===== src/rtl/mem_wb_pipe.sv =====
// MEM/WB pipeline stage: sub-word load extraction plus a two-entry (main + skid)
// elastic buffer with registered handshake, flush and zero-register write suppression.
module mem_wb_pipe #(
    parameter int unsigned DATA_W            = 32,
    parameter int unsigned REG_W             = 5,
    parameter int unsigned ZERO_REG_SUPPRESS = 1
) (
    input  logic              clk,
    input  logic              rst,
    input  logic              in_valid,
    output logic              in_ready,
    input  logic [DATA_W-1:0] alu_result,
    input  logic [DATA_W-1:0] read_data,
    input  logic              mem_to_reg,
    input  logic              reg_write,
    input  logic [REG_W-1:0]  rd_num,
    input  logic [1:0]        load_size,
    input  logic              load_unsigned,
    input  logic              flush,
    output logic              out_valid,
    input  logic              out_ready,
    output logic [DATA_W-1:0] wb_data,
    output logic [REG_W-1:0]  rd_num_out,
    output logic              reg_write_out,
    output logic [1:0]        occupancy
);

    localparam int unsigned EXT_B = DATA_W - 8;
    localparam int unsigned EXT_H = DATA_W - 16;

    logic              main_v, skid_v;
    logic [DATA_W-1:0] main_data, skid_data;
    logic [REG_W-1:0]  main_rd, skid_rd;
    logic              main_rwq, skid_rwq;
    logic              in_ready_q, rwo_q;
    logic [1:0]        occ_q;

    logic              main_v_n, skid_v_n;
    logic [DATA_W-1:0] main_data_n, skid_data_n;
    logic [REG_W-1:0]  main_rd_n, skid_rd_n;
    logic              main_rwq_n, skid_rwq_n;

    logic [7:0]        ld_byte;
    logic [15:0]       ld_half;
    logic [DATA_W-1:0] ld_val;
    logic [DATA_W-1:0] in_data;
    logic              in_rwq;
    logic              accept, present;

    // Extract and extend the addressed load lane before it is captured.
    always_comb begin
        ld_byte = read_data[7:0];
        case (alu_result[1:0])
            2'd0:    ld_byte = read_data[7:0];
            2'd1:    ld_byte = read_data[15:8];
            2'd2:    ld_byte = read_data[23:16];
            default: ld_byte = read_data[31:24];
        endcase
        ld_half = alu_result[1] ? read_data[31:16] : read_data[15:0];
        case (load_size)
            2'b00:   ld_val = load_unsigned ? {{EXT_B{1'b0}}, ld_byte}
                                            : {{EXT_B{ld_byte[7]}}, ld_byte};
            2'b01:   ld_val = load_unsigned ? {{EXT_H{1'b0}}, ld_half}
                                            : {{EXT_H{ld_half[15]}}, ld_half};
            default: ld_val = DATA_W'(read_data[31:0]);
        endcase
        in_data = mem_to_reg ? ld_val : alu_result;
        in_rwq  = reg_write && !((ZERO_REG_SUPPRESS != 0) && (rd_num == '0));
    end

    // Next-state of the main/skid entries from the accept/present handshakes.
    always_comb begin
        main_v_n    = main_v;
        main_data_n = main_data;
        main_rd_n   = main_rd;
        main_rwq_n  = main_rwq;
        skid_v_n    = skid_v;
        skid_data_n = skid_data;
        skid_rd_n   = skid_rd;
        skid_rwq_n  = skid_rwq;
        accept      = in_valid && in_ready_q;
        present     = main_v && out_ready;
        if (flush) begin
            main_v_n = 1'b0;
            skid_v_n = 1'b0;
        end else if (present && skid_v) begin
            // in_ready is low whenever skid is full, so no accept can collide here
            main_data_n = skid_data;
            main_rd_n   = skid_rd;
            main_rwq_n  = skid_rwq;
            skid_v_n    = 1'b0;
        end else if (accept && (!main_v || present)) begin
            main_v_n    = 1'b1;
            main_data_n = in_data;
            main_rd_n   = rd_num;
            main_rwq_n  = in_rwq;
        end else if (accept) begin
            skid_v_n    = 1'b1;
            skid_data_n = in_data;
            skid_rd_n   = rd_num;
            skid_rwq_n  = in_rwq;
        end else if (present) begin
            main_v_n = 1'b0;
        end
    end

    // Entry storage and registered status outputs.
    always_ff @(posedge clk or posedge rst) begin
        if (rst) begin
            main_v     <= 1'b0;
            main_data  <= '0;
            main_rd    <= '0;
            main_rwq   <= 1'b0;
            skid_v     <= 1'b0;
            skid_data  <= '0;
            skid_rd    <= '0;
            skid_rwq   <= 1'b0;
            in_ready_q <= 1'b0;
            rwo_q      <= 1'b0;
            occ_q      <= 2'd0;
        end else begin
            main_v     <= main_v_n;
            main_data  <= main_data_n;
            main_rd    <= main_rd_n;
            main_rwq   <= main_rwq_n;
            skid_v     <= skid_v_n;
            skid_data  <= skid_data_n;
            skid_rd    <= skid_rd_n;
            skid_rwq   <= skid_rwq_n;
            in_ready_q <= !skid_v_n;
            rwo_q      <= main_v_n && main_rwq_n;
            occ_q      <= 2'(main_v_n) + 2'(skid_v_n);
        end
    end

    assign in_ready      = in_ready_q;
    assign out_valid     = main_v;
    assign wb_data       = main_data;
    assign rd_num_out    = main_rd;
    assign reg_write_out = rwo_q;
    assign occupancy     = occ_q;

endmodule


===== config.mk =====
export PLATFORM = sky130hd
export DESIGN_NAME = mem_wb_pipe
export DESIGN_NICKNAME = d
export VERILOG_FILES = /design/src/rtl/mem_wb_pipe.sv
export SDC_FILE = /design/constraint.sdc
export NUM_CORES = 1
export LEC_CHECK = 0
export ABC_AREA = 1
export BUFFER_PORTS_ARGS = -buffer_cell sky130_fd_sc_hd__buf_4
export CAP_MARGIN = 25
export CORE_MARGIN = 2
export CORE_UTILIZATION = 43
export CTS_CLUSTER_SIZE = 14
export DETAILED_ROUTE_END_ITERATION = 10
export GPL_TIMING_DRIVEN = 0
export PLACE_DENSITY = 0.65
export SLEW_MARGIN = 0
export SYNTH_ARGS = -nofsm -noshare
export SYNTH_HDL_FRONTEND = slang
export SYNTH_SLANG_ARGS = --single-unit

===== constraint.sdc =====
create_clock -name clk -period 6.5 [get_ports clk]
set_clock_uncertainty 0.15 [all_clocks]
set_input_delay 0.975 -clock clk [delete_from_list [all_inputs] [get_ports clk]]
set_output_delay 0.975 -clock clk [all_outputs]
set_load 0.02 [all_outputs]

==> impl_metrics.toml <==
[floorplanning]
start_util_pct = 44.3
die_h_um = 107
die_area_um2 = 11500
die_x_um = 107
rows = 37
ios = 121
design.core.area_um2 = 10400

[power]
power_frac_seq_pct = 44.6
clock_power_share_pct = 26.7
combPwrFrac_pct = 28.7
p_leak_nw = 3.30
switching_share_pct = 34.7
p_switching_w = 0.000521
p_int_w = 0.000979
pwr_density_cell_nw_per_um2 = 254
ir_drop_v = 0.000150

[timing]
finalMaxSlewViolations = 0
finalSetupTns_ns = 0
slew_headroom_pct = 62.9
fmax_ghz = 0.443
rsz0062_at_grt = "false"
min_period_ns = 2.26
hold_violations = 0
worst_pin_slew_ns = 0.557
finalCritPeriodShare_pct = 34.7
setup_viol = 0

[cts]
root_buffer = "clkbuf_8"
clk_pin_slew_ns = 0.09
cts_tree = "yes"
cts_buffers = 9
holdBufCountCts = 0
cts_resized = 0
post_cts_buffers = 0
clkLatencyLatePin_ns = 0.36
htreeDepth = 3
cts.sinks = 82
clockBufferDepth = 2

[routing]
viasPerCell = 5.01
firstDrtPassIters = 5
drt_iter0_drc = 274
vias = 4680
drtAntennaViolNets = 0
drc = 0
wirelength_um = 14400
wl_per_cell_um = 15.4

[layout]
layout-drive-gt1-share_pct = 23.8
mostFrequentLayoutCells = "nand2_1 (263), buf_4 (122), dfrtp_1 (82)"
antenna_cells = 0
final_area_um2 = 5900
seq_area_um2 = 2050
fillerInstances = 1045
area.growth.synth_to_final_pct = 28.3
multi_input_area_um2 = 2210
final_common_cell = "nand2_1"
final_nets = 873

[synthesis]
ys.warnings.count = 0
yosys.area.top_type = "dfrtp_1"
ys_ff_latch = 82
syn-num-nets = 742
ys_seq_area_share_pct = 44.6
ys_top_cells_by_area = "dfrtp_1 (45%), nand2_1 (21%), nor2_1 (5.2%)"
syn_area_per_cell_um2 = 6.95
yosys.area.top_type_share_pct = 44.6
syn_area_um2 = 4600
ys_types = 27
netlist_instances = 662

[grt]
grt.total_usage_pct = 26.0
grt_pass1_vias = 4438
antenna_found_initial = 0
grt_remaining_overflow = 0
grt_max_degree = 47
grt_pass1_wl_um = 22900

[min_path]
whs_path_depth = 2
hold_path.class = "register to register"

[placed_design]
port_buffers = 119
placed_area_um2 = 5690
dp_hpwl_um = 11200
place.gp.congestion = 0.926

[flow_run]
max_cap_violations = 0

[critical_path]
ff2ff_path_depth = 8
endpoint_kind = "register"
critPathMaxFanout = 10
cp.arrival_ns = 2.35
startpoint_type = "input port"
crit_required_ns = 6.59
path_class = "input port to register"

[run_status]
status = "complete, no violations"
## path summary, 6_finish.rpt
path	startpoint	endpoint	slack, ns
min	wb_data[3]$_DFFE_PP0P_	wb_data[3]$_DFFE_PP0P_	0.34
min in group asynchronous	rst	wb_data[23]$_DFFE_PP0P_	0.48
max in group asynchronous	rst	rd_num_out[0]$_DFFE_PP0P_	5.11
max	out_ready	wb_data[7]$_DFFE_PP0P_	4.24
max reg2reg	out_valid$_DFF_PP0_	wb_data[7]$_DFFE_PP0P_	4.56
min reg2reg	wb_data[3]$_DFFE_PP0P_	wb_data[3]$_DFFE_PP0P_	0.34
## Yosys cell counts, drive strengths merged
| library cell | n |
|---|---|
| dfrtp | 82 |
| o21bai | 1 |
| nand3 | 36 |
| nor2 | 65 |
| or2 | 22 |
| nand2 | 266 |
| clkinv | 2 |
| a31oi | 7 |
| a22oi | 5 |
| buf | 27 |
| o211ai | 7 |
| clkbuf | 11 |
| a21oi | 37 |
| inv | 40 |
| ha | 1 |
| o21ai | 50 |
| o21a | 1 |
| nand4 | 2 |
## registers in the layout (all words and copies together), names as in the netlist
name / flops
in_ready: 1
rd_num_out: 5
skid_data: 32
skid_rd: 5
out_valid: 1
main_rwq: 1
skid_v: 1
skid_rwq: 1
occupancy: 2
wb_data: 32
reg_write_out: 1
## cell families (layout without fill, tap and decap cells)
| group | Yosys count | in the layout | synth area share (%) |
|---|---|---|---|
| and+or+nand+nor | 391 | 391 | 35.1 |
| DFF | 82 | 82 | 44.6 |
| adders and majority gates | 1 | 1 | 0.272 |
| AOI/OAI and AO/OA | 108 | 108 | 12.7 |
| buffers and inverters | 80 | 216 | 7.32 |
## power by group through the flow
stage | registers (W) | logic (W) | clock network (W)
after CTS | 0.000669 | 0.000434 | 0.000406
final | 0.000669 | 0.000431 | 0.000401
after floorplan | 0.000730 | 0.000191 | 0
after detailed placement | 0.000678 | 0.000432 | 0
after global placement | 0.000674 | 0.000424 | 0
after global routing | 0.000682 | 0.000478 | 0.000428
## cell type report
cell class              count  share of cell area (%)
flip-flops and latches     82                    34.8
clock buffers               9                    2.10
plain buffers              38                    3.03
inverters                  42                    2.72
repair buffers            120                    15.6
clock inverters             7                    1.40
well taps                 136                    2.89
multi-input cells         500                    37.5
## through the flow
| stage | utilization (%) | std cells | hold slack [ns] | setup WS [ns] | power [W] |
|---|---|---|---|---|---|
| after floorplan | - | 662 | 0.299 | 3.27 | 0.000921 |
| after global placement | 54.6 | 917 | 0.313 | 2.24 | 0.00110 |
| after detailed placement | 54.9 | 918 | 0.316 | 3.88 | 0.00111 |
| after CTS | 56.9 | 934 | 0.343 | 4.25 | 0.00151 |
| after global routing | 56.9 | 934 | 0.360 | 4.12 | 0.00159 |
| final | 56.9 | 934 | 0.339 | 4.24 | 0.00150 |
## worst max-delay path, stage by stage
cell and delay, ns:
buf_4 0.11, nand2_1 0.07, inv_1 0.04, nand2_1 0.12, buf_2 0.26, buf_1 0.46, nand2_1 0.11, nand2_1 0.13
nand2_1 0.06
## routing by layer
metal  GRT usage, %  up-vias  part of all wire [%]
met2           42.7      171                    47
met3           4.24       18                   6.6
met4           6.50        0                   1.6
met1           36.1     2129                    45
met5              0        -                     0
li1               -     2362                     -
(Power assumes the default switching activity.)
